===== config.mk =====
export PLATFORM = sky130hd
export DESIGN_NAME = l2_flush_ctrl_flat
export DESIGN_NICKNAME = d
export VERILOG_FILES = /design/src/rtl/l2_flush_ctrl_pkg.sv /design/src/rtl/l2_flush_ctrl_if.sv /design/src/rtl/l2_req_tracker.sv /design/src/rtl/l2_flush_ctrl.sv /design/src/flat_wrapper.sv
export SDC_FILE = /design/constraint.sdc
export NUM_CORES = 1
export LEC_CHECK = 0
export ABC_CLOCK_PERIOD_IN_PS = 3620
export BUFFER_PORTS_ARGS = -buffer_cell sky130_fd_sc_hd__buf_2
export CAP_MARGIN = 20
export CORE_UTILIZATION = 55
export DETAILED_ROUTE_END_ITERATION = 10
export GPL_ROUTABILITY_DRIVEN = 0
export MAX_ROUTING_LAYER = met4
export PLACE_DENSITY_LB_ADDON = 0.3
export SLEW_MARGIN = 10
export SYNTH_ARGS = -nofsm -noshare
export SYNTH_HDL_FRONTEND = slang
export SYNTH_SLANG_ARGS = --single-unit

===== constraint.sdc =====
create_clock -name clk -period 3.62 [get_ports clk]
set_input_delay 0.543 -clock clk [delete_from_list [all_inputs] [get_ports clk]]
set_output_delay 0.543 -clock clk [all_outputs]
set_load 0.03 [all_outputs]

===== src/rtl/l2_flush_ctrl_pkg.sv =====
// Shared definitions for the L2 flush controller: FSM state encoding and default widths.
package l2_flush_ctrl_pkg;

  localparam int unsigned L2F_CNT_BITS = 4;
  localparam int unsigned L2F_TMO_BITS = 16;

  typedef enum logic [2:0] {
    IDLE  = 3'd0,
    DRAIN = 3'd1,
    ISSUE = 3'd2,
    WAIT  = 3'd3,
    RESP  = 3'd4
  } l2_flush_ctrl_state_t;

endpackage


===== src/rtl/l2_flush_ctrl_if.sv =====
// Handshake bundle between the flush controller, the config requester, the CPU path and the L2 core.
interface l2_flush_ctrl_if;

  logic flush_req_valid;
  logic flush_req_ready;
  logic flush_req_all;
  logic flush_resp_valid;
  logic flush_resp_ready;
  logic flush_resp_timeout;
  logic cpu_req_valid_in;
  logic cpu_req_ready_out;
  logic cpu_req_is_read;
  logic core_cpu_req_valid;
  logic core_cpu_req_ready;
  logic core_rd_rsp_valid;
  logic core_rd_rsp_ready;
  logic l2_flush_valid;
  logic l2_flush_i;
  logic l2_flush_ready;
  logic flush_done;

  modport master (
    input  flush_req_valid, flush_req_all,
    output flush_req_ready,
    output flush_resp_valid, flush_resp_timeout,
    input  flush_resp_ready,
    input  cpu_req_valid_in, cpu_req_is_read,
    output cpu_req_ready_out,
    output core_cpu_req_valid,
    input  core_cpu_req_ready,
    input  core_rd_rsp_valid, core_rd_rsp_ready,
    output l2_flush_valid, l2_flush_i,
    input  l2_flush_ready,
    input  flush_done
  );

  modport slave (
    output flush_req_valid, flush_req_all,
    input  flush_req_ready,
    input  flush_resp_valid, flush_resp_timeout,
    output flush_resp_ready,
    output cpu_req_valid_in, cpu_req_is_read,
    input  cpu_req_ready_out,
    input  core_cpu_req_valid,
    output core_cpu_req_ready,
    output core_rd_rsp_valid, core_rd_rsp_ready,
    input  l2_flush_valid, l2_flush_i,
    output l2_flush_ready,
    output flush_done
  );

endinterface


===== src/rtl/l2_req_tracker.sv =====
// Outstanding-read up/down counter; reports full (no room for another read) and zero (drained).
module l2_req_tracker
  import l2_flush_ctrl_pkg::*;
#(
  parameter int unsigned CNT_BITS = L2F_CNT_BITS
) (
  input  logic clk,
  input  logic rst,
  input  logic inc,
  input  logic dec,
  output logic full,
  output logic zero
);

  localparam logic [CNT_BITS-1:0] CNT_ONE = {{(CNT_BITS-1){1'b0}}, 1'b1};

  logic [CNT_BITS-1:0] count_q;
  logic [CNT_BITS-1:0] count_d;

  always_comb begin
    count_d = count_q;
    if (inc && !dec) begin
      if (count_q != '1) count_d = count_q + CNT_ONE;
    end else if (dec && !inc) begin
      // A response with nothing outstanding is dropped rather than wrapping.
      if (count_q != '0) count_d = count_q - CNT_ONE;
    end
  end

  always_ff @(posedge clk or posedge rst) begin
    if (rst) count_q <= '0;
    else     count_q <= count_d;
  end

  assign full = (count_q == '1);
  assign zero = (count_q == '0);

  a_no_underflow: assert property (@(posedge clk) disable iff (rst) !(dec && !inc && zero));

endmodule


===== src/rtl/l2_flush_ctrl.sv =====
// Whole-cache flush sequencer: drains CPU reads, issues the core flush, waits for done or timeout, responds.
module l2_flush_ctrl
  import l2_flush_ctrl_pkg::*;
#(
  parameter int unsigned CNT_BITS = L2F_CNT_BITS,
  parameter int unsigned TMO_BITS = L2F_TMO_BITS
) (
  input  logic                clk,
  input  logic                rst,
  l2_flush_ctrl_if.master     bus,
  input  logic [TMO_BITS-1:0] timeout_limit,
  output logic                busy
);

  localparam logic [TMO_BITS-1:0] TMO_ONE = {{(TMO_BITS-1){1'b0}}, 1'b1};
  localparam logic [TMO_BITS-1:0] TMO_MAX = '1;

  l2_flush_ctrl_state_t state_q, state_d;
  logic                 flush_all_q, flush_all_d;
  logic                 tmo_flag_q, tmo_flag_d;
  logic [TMO_BITS-1:0]  timer_q, timer_d;

  logic full_block;
  logic cnt_full;
  logic cnt_zero;
  logic rd_inc;
  logic rd_dec;
  logic tmo_hit;

  assign rd_inc  = bus.core_cpu_req_valid & bus.core_cpu_req_ready & bus.cpu_req_is_read;
  assign rd_dec  = bus.core_rd_rsp_valid & bus.core_rd_rsp_ready;
  assign tmo_hit = (timeout_limit != '0) && (timer_q == (timeout_limit - TMO_ONE));

  l2_req_tracker #(
    .CNT_BITS (CNT_BITS)
  ) u_tracker (
    .clk  (clk),
    .rst  (rst),
    .inc  (rd_inc),
    .dec  (rd_dec),
    .full (cnt_full),
    .zero (cnt_zero)
  );

  always_ff @(posedge clk or posedge rst) begin
    if (rst) begin
      state_q     <= IDLE;
      flush_all_q <= 1'b0;
      tmo_flag_q  <= 1'b0;
      timer_q     <= '0;
    end else begin
      state_q     <= state_d;
      flush_all_q <= flush_all_d;
      tmo_flag_q  <= tmo_flag_d;
      timer_q     <= timer_d;
    end
  end

  always_comb begin
    state_d     = state_q;
    flush_all_d = flush_all_q;
    tmo_flag_d  = tmo_flag_q;
    timer_d     = timer_q;
    case (state_q)
      IDLE: begin
        if (bus.flush_req_valid) begin
          flush_all_d = bus.flush_req_all;
          state_d     = DRAIN;
        end
      end
      DRAIN: begin
        if (cnt_zero) state_d = ISSUE;
      end
      ISSUE: begin
        if (bus.l2_flush_ready) begin
          timer_d = '0;
          state_d = WAIT;
        end
      end
      WAIT: begin
        if (timer_q != TMO_MAX) timer_d = timer_q + TMO_ONE;
        // flush_done takes priority over a timeout landing in the same cycle.
        if (bus.flush_done) begin
          tmo_flag_d = 1'b0;
          state_d    = RESP;
        end else if (tmo_hit) begin
          tmo_flag_d = 1'b1;
          state_d    = RESP;
        end
      end
      RESP: begin
        if (bus.flush_resp_ready) state_d = IDLE;
      end
      default: state_d = IDLE;
    endcase
  end

  always_comb begin
    full_block             = bus.cpu_req_is_read & cnt_full;
    bus.flush_req_ready    = 1'b0;
    bus.core_cpu_req_valid = 1'b0;
    bus.cpu_req_ready_out  = 1'b0;
    bus.l2_flush_valid     = 1'b0;
    bus.l2_flush_i         = flush_all_q;
    bus.flush_resp_valid   = 1'b0;
    bus.flush_resp_timeout = tmo_flag_q;
    busy                   = (state_q != IDLE);
    case (state_q)
      IDLE: begin
        bus.flush_req_ready    = 1'b1;
        bus.core_cpu_req_valid = bus.cpu_req_valid_in & ~full_block;
        bus.cpu_req_ready_out  = bus.core_cpu_req_ready & ~full_block;
      end
      ISSUE:   bus.l2_flush_valid   = 1'b1;
      RESP:    bus.flush_resp_valid = 1'b1;
      default: ;
    endcase
  end

  a_flush_hold: assert property (@(posedge clk) disable iff (rst)
    bus.l2_flush_valid && !bus.l2_flush_ready |=> bus.l2_flush_valid && $stable(bus.l2_flush_i));

  a_resp_hold: assert property (@(posedge clk) disable iff (rst)
    bus.flush_resp_valid && !bus.flush_resp_ready |=> bus.flush_resp_valid && $stable(bus.flush_resp_timeout));

endmodule


===== src/flat_wrapper.sv =====
// flat-port wrapper written by rule: the top's interface ports become plain ports
module l2_flush_ctrl_flat import l2_flush_ctrl_pkg::*;
#(
  parameter int unsigned CNT_BITS = L2F_CNT_BITS,
  parameter int unsigned TMO_BITS = L2F_TMO_BITS
)
  (clk, rst, timeout_limit, busy, bus_flush_req_valid, bus_flush_req_all, bus_flush_req_ready, bus_flush_resp_valid, bus_flush_resp_timeout, bus_flush_resp_ready, bus_cpu_req_valid_in, bus_cpu_req_is_read, bus_cpu_req_ready_out, bus_core_cpu_req_valid, bus_core_cpu_req_ready, bus_core_rd_rsp_valid, bus_core_rd_rsp_ready, bus_l2_flush_valid, bus_l2_flush_i, bus_l2_flush_ready, bus_flush_done);
  l2_flush_ctrl_if bus_i ();
  input  logic clk;
  input  logic rst;
  input  logic [TMO_BITS-1:0] timeout_limit;
  output logic busy;
  input wire logic [$bits(bus_i.flush_req_valid)-1:0] bus_flush_req_valid;
  input wire logic [$bits(bus_i.flush_req_all)-1:0] bus_flush_req_all;
  output wire logic [$bits(bus_i.flush_req_ready)-1:0] bus_flush_req_ready;
  output wire logic [$bits(bus_i.flush_resp_valid)-1:0] bus_flush_resp_valid;
  output wire logic [$bits(bus_i.flush_resp_timeout)-1:0] bus_flush_resp_timeout;
  input wire logic [$bits(bus_i.flush_resp_ready)-1:0] bus_flush_resp_ready;
  input wire logic [$bits(bus_i.cpu_req_valid_in)-1:0] bus_cpu_req_valid_in;
  input wire logic [$bits(bus_i.cpu_req_is_read)-1:0] bus_cpu_req_is_read;
  output wire logic [$bits(bus_i.cpu_req_ready_out)-1:0] bus_cpu_req_ready_out;
  output wire logic [$bits(bus_i.core_cpu_req_valid)-1:0] bus_core_cpu_req_valid;
  input wire logic [$bits(bus_i.core_cpu_req_ready)-1:0] bus_core_cpu_req_ready;
  input wire logic [$bits(bus_i.core_rd_rsp_valid)-1:0] bus_core_rd_rsp_valid;
  input wire logic [$bits(bus_i.core_rd_rsp_ready)-1:0] bus_core_rd_rsp_ready;
  output wire logic [$bits(bus_i.l2_flush_valid)-1:0] bus_l2_flush_valid;
  output wire logic [$bits(bus_i.l2_flush_i)-1:0] bus_l2_flush_i;
  input wire logic [$bits(bus_i.l2_flush_ready)-1:0] bus_l2_flush_ready;
  input wire logic [$bits(bus_i.flush_done)-1:0] bus_flush_done;
  assign bus_i.flush_req_valid = bus_flush_req_valid;
  assign bus_i.flush_req_all = bus_flush_req_all;
  assign bus_flush_req_ready = bus_i.flush_req_ready;
  assign bus_flush_resp_valid = bus_i.flush_resp_valid;
  assign bus_flush_resp_timeout = bus_i.flush_resp_timeout;
  assign bus_i.flush_resp_ready = bus_flush_resp_ready;
  assign bus_i.cpu_req_valid_in = bus_cpu_req_valid_in;
  assign bus_i.cpu_req_is_read = bus_cpu_req_is_read;
  assign bus_cpu_req_ready_out = bus_i.cpu_req_ready_out;
  assign bus_core_cpu_req_valid = bus_i.core_cpu_req_valid;
  assign bus_i.core_cpu_req_ready = bus_core_cpu_req_ready;
  assign bus_i.core_rd_rsp_valid = bus_core_rd_rsp_valid;
  assign bus_i.core_rd_rsp_ready = bus_core_rd_rsp_ready;
  assign bus_l2_flush_valid = bus_i.l2_flush_valid;
  assign bus_l2_flush_i = bus_i.l2_flush_i;
  assign bus_i.l2_flush_ready = bus_l2_flush_ready;
  assign bus_i.flush_done = bus_flush_done;
  l2_flush_ctrl #(.CNT_BITS(CNT_BITS), .TMO_BITS(TMO_BITS)) u_core (.clk(clk), .rst(rst), .bus(bus_i), .timeout_limit(timeout_limit), .busy(busy));
endmodule

## Word level (Yosys, flattened, before mapping)

Index checks and enable logic that the tools add are counted.

| storage, ports and cells | value |
|---|---|
| output and inout port bits | 8 |
| input bits | 28 |
| bits in registers | 25 |
| logic and storage cells | 71 |

| operators by class | value |
|---|---|
| reductions and logical operators | 19 |
| mux-type cells | 21 |
| eq/ne operators | 15 |
| bitwise logic cells | 7 |
| add/sub/neg operators | 4 |

Operators with widths:

| operator | count |
|---|---|
| $mux 16 | 2 |
| $pmux 16 s2 | 1 |
| $mux 3 | 6 |
| $add 16x1->16 const B | 1 |
| $eq 16x16->1 | 1 |
| $mux 4 | 4 |
| $ne 16x16->1 const B | 1 |
| $reduce_bool 16->1 | 1 |
| $sub 16x1->16 const B | 1 |
| $pmux 3 s5 | 1 |
| $reduce_bool 2->1 | 4 |
| $mux 1 | 7 |
| $and 1x1->1 | 6 |
| $eq 3x2->1 const B | 2 |
| $ne 2x1->1 const B | 3 |
| $ne 2x2->1 const B | 3 |
| $reduce_and 3->1 | 2 |
| $reduce_and 5->1 | 1 |
| $add 4x1->4 const B | 1 |
| $eq 4x4->1 const B | 1 |
| $logic_not 4->1 | 1 |
| $ne 4x4->1 const B | 1 |
| $reduce_and 2->1 | 2 |
| $reduce_bool 4->1 | 1 |
| 9 further kinds | 12 |

## Longest topological paths before layout

| logic depth | value |
|---|---|
| word-level depth | 11 |
| mapped depth | 13 |
| gate-level depth less buffers | 12 |

## By module

A second synthesis with hierarchy kept.

| second synthesis, totals | value |
|---|---|
| cell total of the unflattened synthesis | 247 |
| area, all modules | 2043.2 µm² |

Modules (own cells, without submodules):

| module | seq. area each (µm²) | cells each | area each (µm²) | times used |
|---|---|---|---|---|
| l2_flush_ctrl | 525.5 | 222 | 1727.9 | 1 |
| l2_req_tracker | 100.1 | 25 | 315.3 | 1 |

## Least setup slack after synthesis

No wires, ideal clock.

| timing path | value |
|---|---|
| path type | register to register |
| start point | register u_core.state_q[0] |
| end point | register u_core.u_tracker.count_q[3] |
| path buffers | 1 |
| period minus slack after synthesis | 2978 ps |
| setup time | 123 ps |
| data required time | 3497 ps |
| arrival time | 2855 ps |
| path slack | 642 ps |
| stages on the path, launching flop included | 14 |
| path through | dfrtp_1 > clkbuf_1 > or3_1 > a21oi_1 > and2_1 > and3_1 > ha_1 > inv_1 > ha_1 > a21o_1 > a21oi_1 > xnor2_1 > nand2_1 > xnor2_1 |

| on the way | value |
|---|---|
| longest elaborated chain between the ends | 8 |
| elaborated cells on any way between the ends | 12 |
| classes of those cells | 1 x eq/ne; 2 x mux; 2 x bitwise; 7 x reduce/logical |

RTL lines:

| item | line | text |
|---|---|---|
| from (decl) | l2_flush_ctrl.sv:18 | `l2_flush_ctrl_state_t state_q, state_d;` |
| from (signal assigned) | l2_flush_ctrl.sv:52 | `state_q <= state_d;` |
| $logic_not 3->1 (*) | l2_flush_ctrl.sv:108 | `case (state_q)` |
| $mux 1 (*) | l2_flush_ctrl.sv:108 |  |
| named net bus_core_cpu_req_valid | flat_wrapper.sv:22 | `output wire logic [$bits(bus_i.core_cpu_req_valid)-1:0] bus_core_cpu_req_valid;` |
| $and 1x1->1 (*) (2 in a row) | l2_flush_ctrl.sv:30 | `assign rd_inc = bus.core_cpu_req_valid & bus.core_cpu_req_ready & bus.cpu_req_is_read;` |
| $logic_not 1->1 | l2_req_tracker.sv:24 | `end else if (dec && !inc) begin` |
| $logic_and 1x1->1 | l2_req_tracker.sv:24 |  |
| $reduce_bool 2->1 (no source line) | -- |  |
| $reduce_and 3->1 (no source line) | -- |  |
| to (signal assigned) | l2_req_tracker.sv:32 | `else count_q <= count_d;` |
| to (decl) | l2_req_tracker.sv:17 | `logic [CNT_BITS-1:0] count_q;` |

The timed path passes the listed nets; every way through them passes the cells marked *.
A chain may end at the register's enable or synchronous reset.

## Final worst setup path

| timing path | value |
|---|---|
| start point | register u_core.state_q[0] |
| end point | register u_core.u_tracker.count_q[3] |

| on the way | value |
|---|---|
| longest elaborated chain between the ends | 8 |
| elaborated cells on any way between the ends | 12 |
| classes of those cells | 1 x eq/ne; 2 x mux; 2 x bitwise; 7 x reduce/logical |

RTL lines:

| item | line |
|---|---|
| $logic_not 3->1 (*) | l2_flush_ctrl.sv:108 |
| $mux 1 (*) | l2_flush_ctrl.sv:108 |
| $and 1x1->1 (*) (2 in a row) | l2_flush_ctrl.sv:30 |
| $logic_not 1->1 | l2_req_tracker.sv:24 |
| $logic_and 1x1->1 | l2_req_tracker.sv:24 |
| $reduce_bool 2->1 (no source line) | -- |
| $reduce_and 3->1 (no source line) | -- |

Mark *: on every way between the ends. The rest lies on a longest branch, timed or not.

==> results.ini <==
[drt]
drt_iter0_drc=147
drcViolationCount=0
vias_per_cell=5.89
routed_wl_mm=4.47
wl_per_cell_um=13.8
vias=1908
ant_nets=0
dr.pass1.iters=4

[outcome]
status=complete, no violations

[synthesis]
synth_compound_area_frac=0.158
ys.flop_type=dfrtp_1
synth_xor_area_frac=0.148
synth_nets=281
synth_top_area_share=0.294
yosys-top-cells-count=nor2_1, dfrtp_1, xnor2_1
syn-cell-area_mm2=0.00213
synth.area.mux_share=0.0300
synth_top_family_by_area=simple AND/OR/NAND/NOR gates
synth_edf_count=0
ys_async_sr_fraction=1.00
synth_cells=246
ys_ff_latch=25
synthAdderAreaFrac=0.0447
yosysMostFrequentCell=nor2_1
yosys.area_share.simple=0.274
synth_cell_types=53
seq_area_frac_synth=0.294
syn-mean-instance-area_um2=8.65
yosys.area.top_type=dfrtp_1
yosysWarnings=0
synthTopCellsByArea=dfrtp_1, xnor2_1, xor2_1

[worst_setup_path]
path_class=flip-flop to flip-flop
worstReg2RegStart=u_core.state_q[0]
worst_setup_path_start_kind=flip-flop
crit_slowest_cell=dfrtp_1
reg2reg_setup_slack_ns=0.88
cp_max_fo=17
crit_family=simple AND/OR/NAND/NOR gates
cp-end-kind=flip-flop
worst_ep_required_time_ns=3.78
r2r_cells=13
crit_chain=buf_4 -> or3_1 -> a21oi_1 -> and2_1 -> and3_1 -> ha_1 -> inv_1 -> ha_1 -> a21o_1 -> a21oi_1 -> xnor2_1 -> nand2_1 -> xnor2_1
arrival_ns=2.90
r2r-end=u_core.u_tracker.count_q[3]
critPathMaxStageDelay_ns=0.37
cp_num_buf_inv=2

[clock_network]
cts_setup_buffers=0
cts_buffers=3
cts-resized-gates=0
holdBufCountCts=0
htree_levels=1
clockBufferDepth=2
clock_latency_ns=0.26
tritoncts=yes
clk_pin_slew_ns=0.08
cts.sinks=25
root_buffer=clkbuf_8

[sta]
timing.setup.tns_ns=0
fin_crit_ns=2.74
relSlewSlack=0.390
slew_violations=0
finClkSkew_ns=0.00297
fmax_mhz=364
finalHoldViolCount=0
tightest_slew_ns=0.914
rsz0062_at_grt=false
finalCritPeriodShare=0.758
hold_ws_ns=0.470
setup_viol=0

[floorplanning]
core_area_mm2=0.00369
row_count=22
io_pins=36
die_area_mm2=0.00412
initial_utilization=0.577
fp.dieW_um=64.2
die_y_um=64.2

[flow_run]
drv_cap=0

[layout]
area_growth_pct=10.6
antenna_cells=0
nFillCells=330
layout-drive-gt1-share=0.199
nets=312
fin_area_mm2=0.00235

[power]
p_total_w=0.00113
leakage_nw=1.03
p_per_area_mw_per_mm2=479
ir_drop_mv=0.345

[global_routing]
grt_max_degree=26
grt_pass1_vias=1792
grt_pass1_wl_mm=7.80
overflow=0
antenna_found_initial=0
grt_util_all_layers=0.242

[worst_hold_path]
hp-class=input port to asynchronous set/reset pin

[placed_design]
port_buffers=35
placed_area_mm2=0.00231
hpwlAfterDp_mm=3.50

==> cell type report <==
class / instances / area [um^2] / share of cell area
multi-input cells: 198 / 1390 / 0.591
flip-flops and latches: 25 / 626 / 0.266
repair buffers: 36 / 183 / 0.0776
well taps: 48 / 60.1 / 0.0255
inverters: 13 / 48.8 / 0.0207
clock buffers: 4 / 45.0 / 0.0191
==> state kept, by name, indices dropped and copies added (netlist names) <==
| name | flops |
|---|---|
| u_core.bus.l2_flush_i | 1 |
| u_core.state_q | 3 |
| u_core.u_tracker.count_q | 4 |
| u_core.bus.flush_resp_timeout | 1 |
| u_core.timer_q | 16 |
==> routing by layer <==
layer | GRT usage | part of all wire | vias to the layer above | routed length [um]
met5 | - | 0 | - | 0
met3 | 0.0321 | 0.047 | 6 | 209
met2 | 0.412 | 0.50 | 59 | 2220
met1 | 0.306 | 0.45 | 895 | 2000
met4 | 0.0583 | 0.0096 | 0 | 43
li1 | - | - | 948 | -
==> where the power goes <==
group / switching, W / internal, W / leakage (nW)
clock: 0.0000811 / 0.0000785 / 0.0228
sequential: 0.0000812 / 0.000340 / 0.329
combinational: 0.000327 / 0.000220 / 0.678
total: 0.000489 / 0.000638 / 1.03
==> per-stage QoR <==
step	setup slack (ns)	cells	util
after floorplan	0.642	246	-
after global placement	0.931	320	0.626
after detailed placement	0.875	320	0.626
after global routing	0.595	324	0.638
after CTS	0.862	324	0.638
final	0.876	324	0.638
==> kinds of logic after synthesis <==
logic type,after synthesis
flip-flops,25
AND/OR/NAND/NOR,104
multiplexers,6
buffers and inverters,23
AO/OA/AOI/OAI,45
adder cells (fa/ha/maj),7
XOR/XNOR,36
==> how the worst max path moves through the flow <==
| stage | from | end | slack [ns] | cells past startpoint |
|---|---|---|---|---|
| 2_1_floorplan | u_core.state_q[0] | u_core.u_tracker.count_q[3] | 0.64 | 13 |
| 3_3_place_gp | u_core.state_q[0] | u_core.u_tracker.count_q[3] | 0.93 | 13 |
| 3_5_place_dp | u_core.state_q[0] | u_core.u_tracker.count_q[3] | 0.88 | 13 |
| 4_1_cts | u_core.state_q[0] | u_core.u_tracker.count_q[3] | 0.86 | 13 |
| 5_1_grt | u_core.state_q[0] | u_core.u_tracker.count_q[3] | 0.59 | 13 |
| 6_report | u_core.state_q[0] | u_core.u_tracker.count_q[3] | 0.88 | 13 |
==> layout by cell type (no fill, tap or decap), types with 4 or more instances in the layout <==
| master | synthesis | layout |
|---|---|---|
| buf_2 | 5 | 35 |
| xor2_1 | 14 | 14 |
| a31oi_1 | 5 | 5 |
| o21ai_0 | 7 | 7 |
| nor2_1 | 28 | 28 |
| nand3_1 | 13 | 13 |
| ha_1 | 6 | 6 |
| nand4_1 | 5 | 5 |
| o31ai_1 | 4 | 4 |
| nor3_1 | 8 | 8 |
| a21oi_1 | 8 | 8 |
| nand2_1 | 15 | 15 |
| and3_1 | 7 | 7 |
| inv_1 | 13 | 13 |
| nor4_1 | 4 | 4 |
| dfrtp_1 | 25 | 25 |
| xnor2_1 | 22 | 22 |
Note: power is estimated with default switching activity, not from simulation.
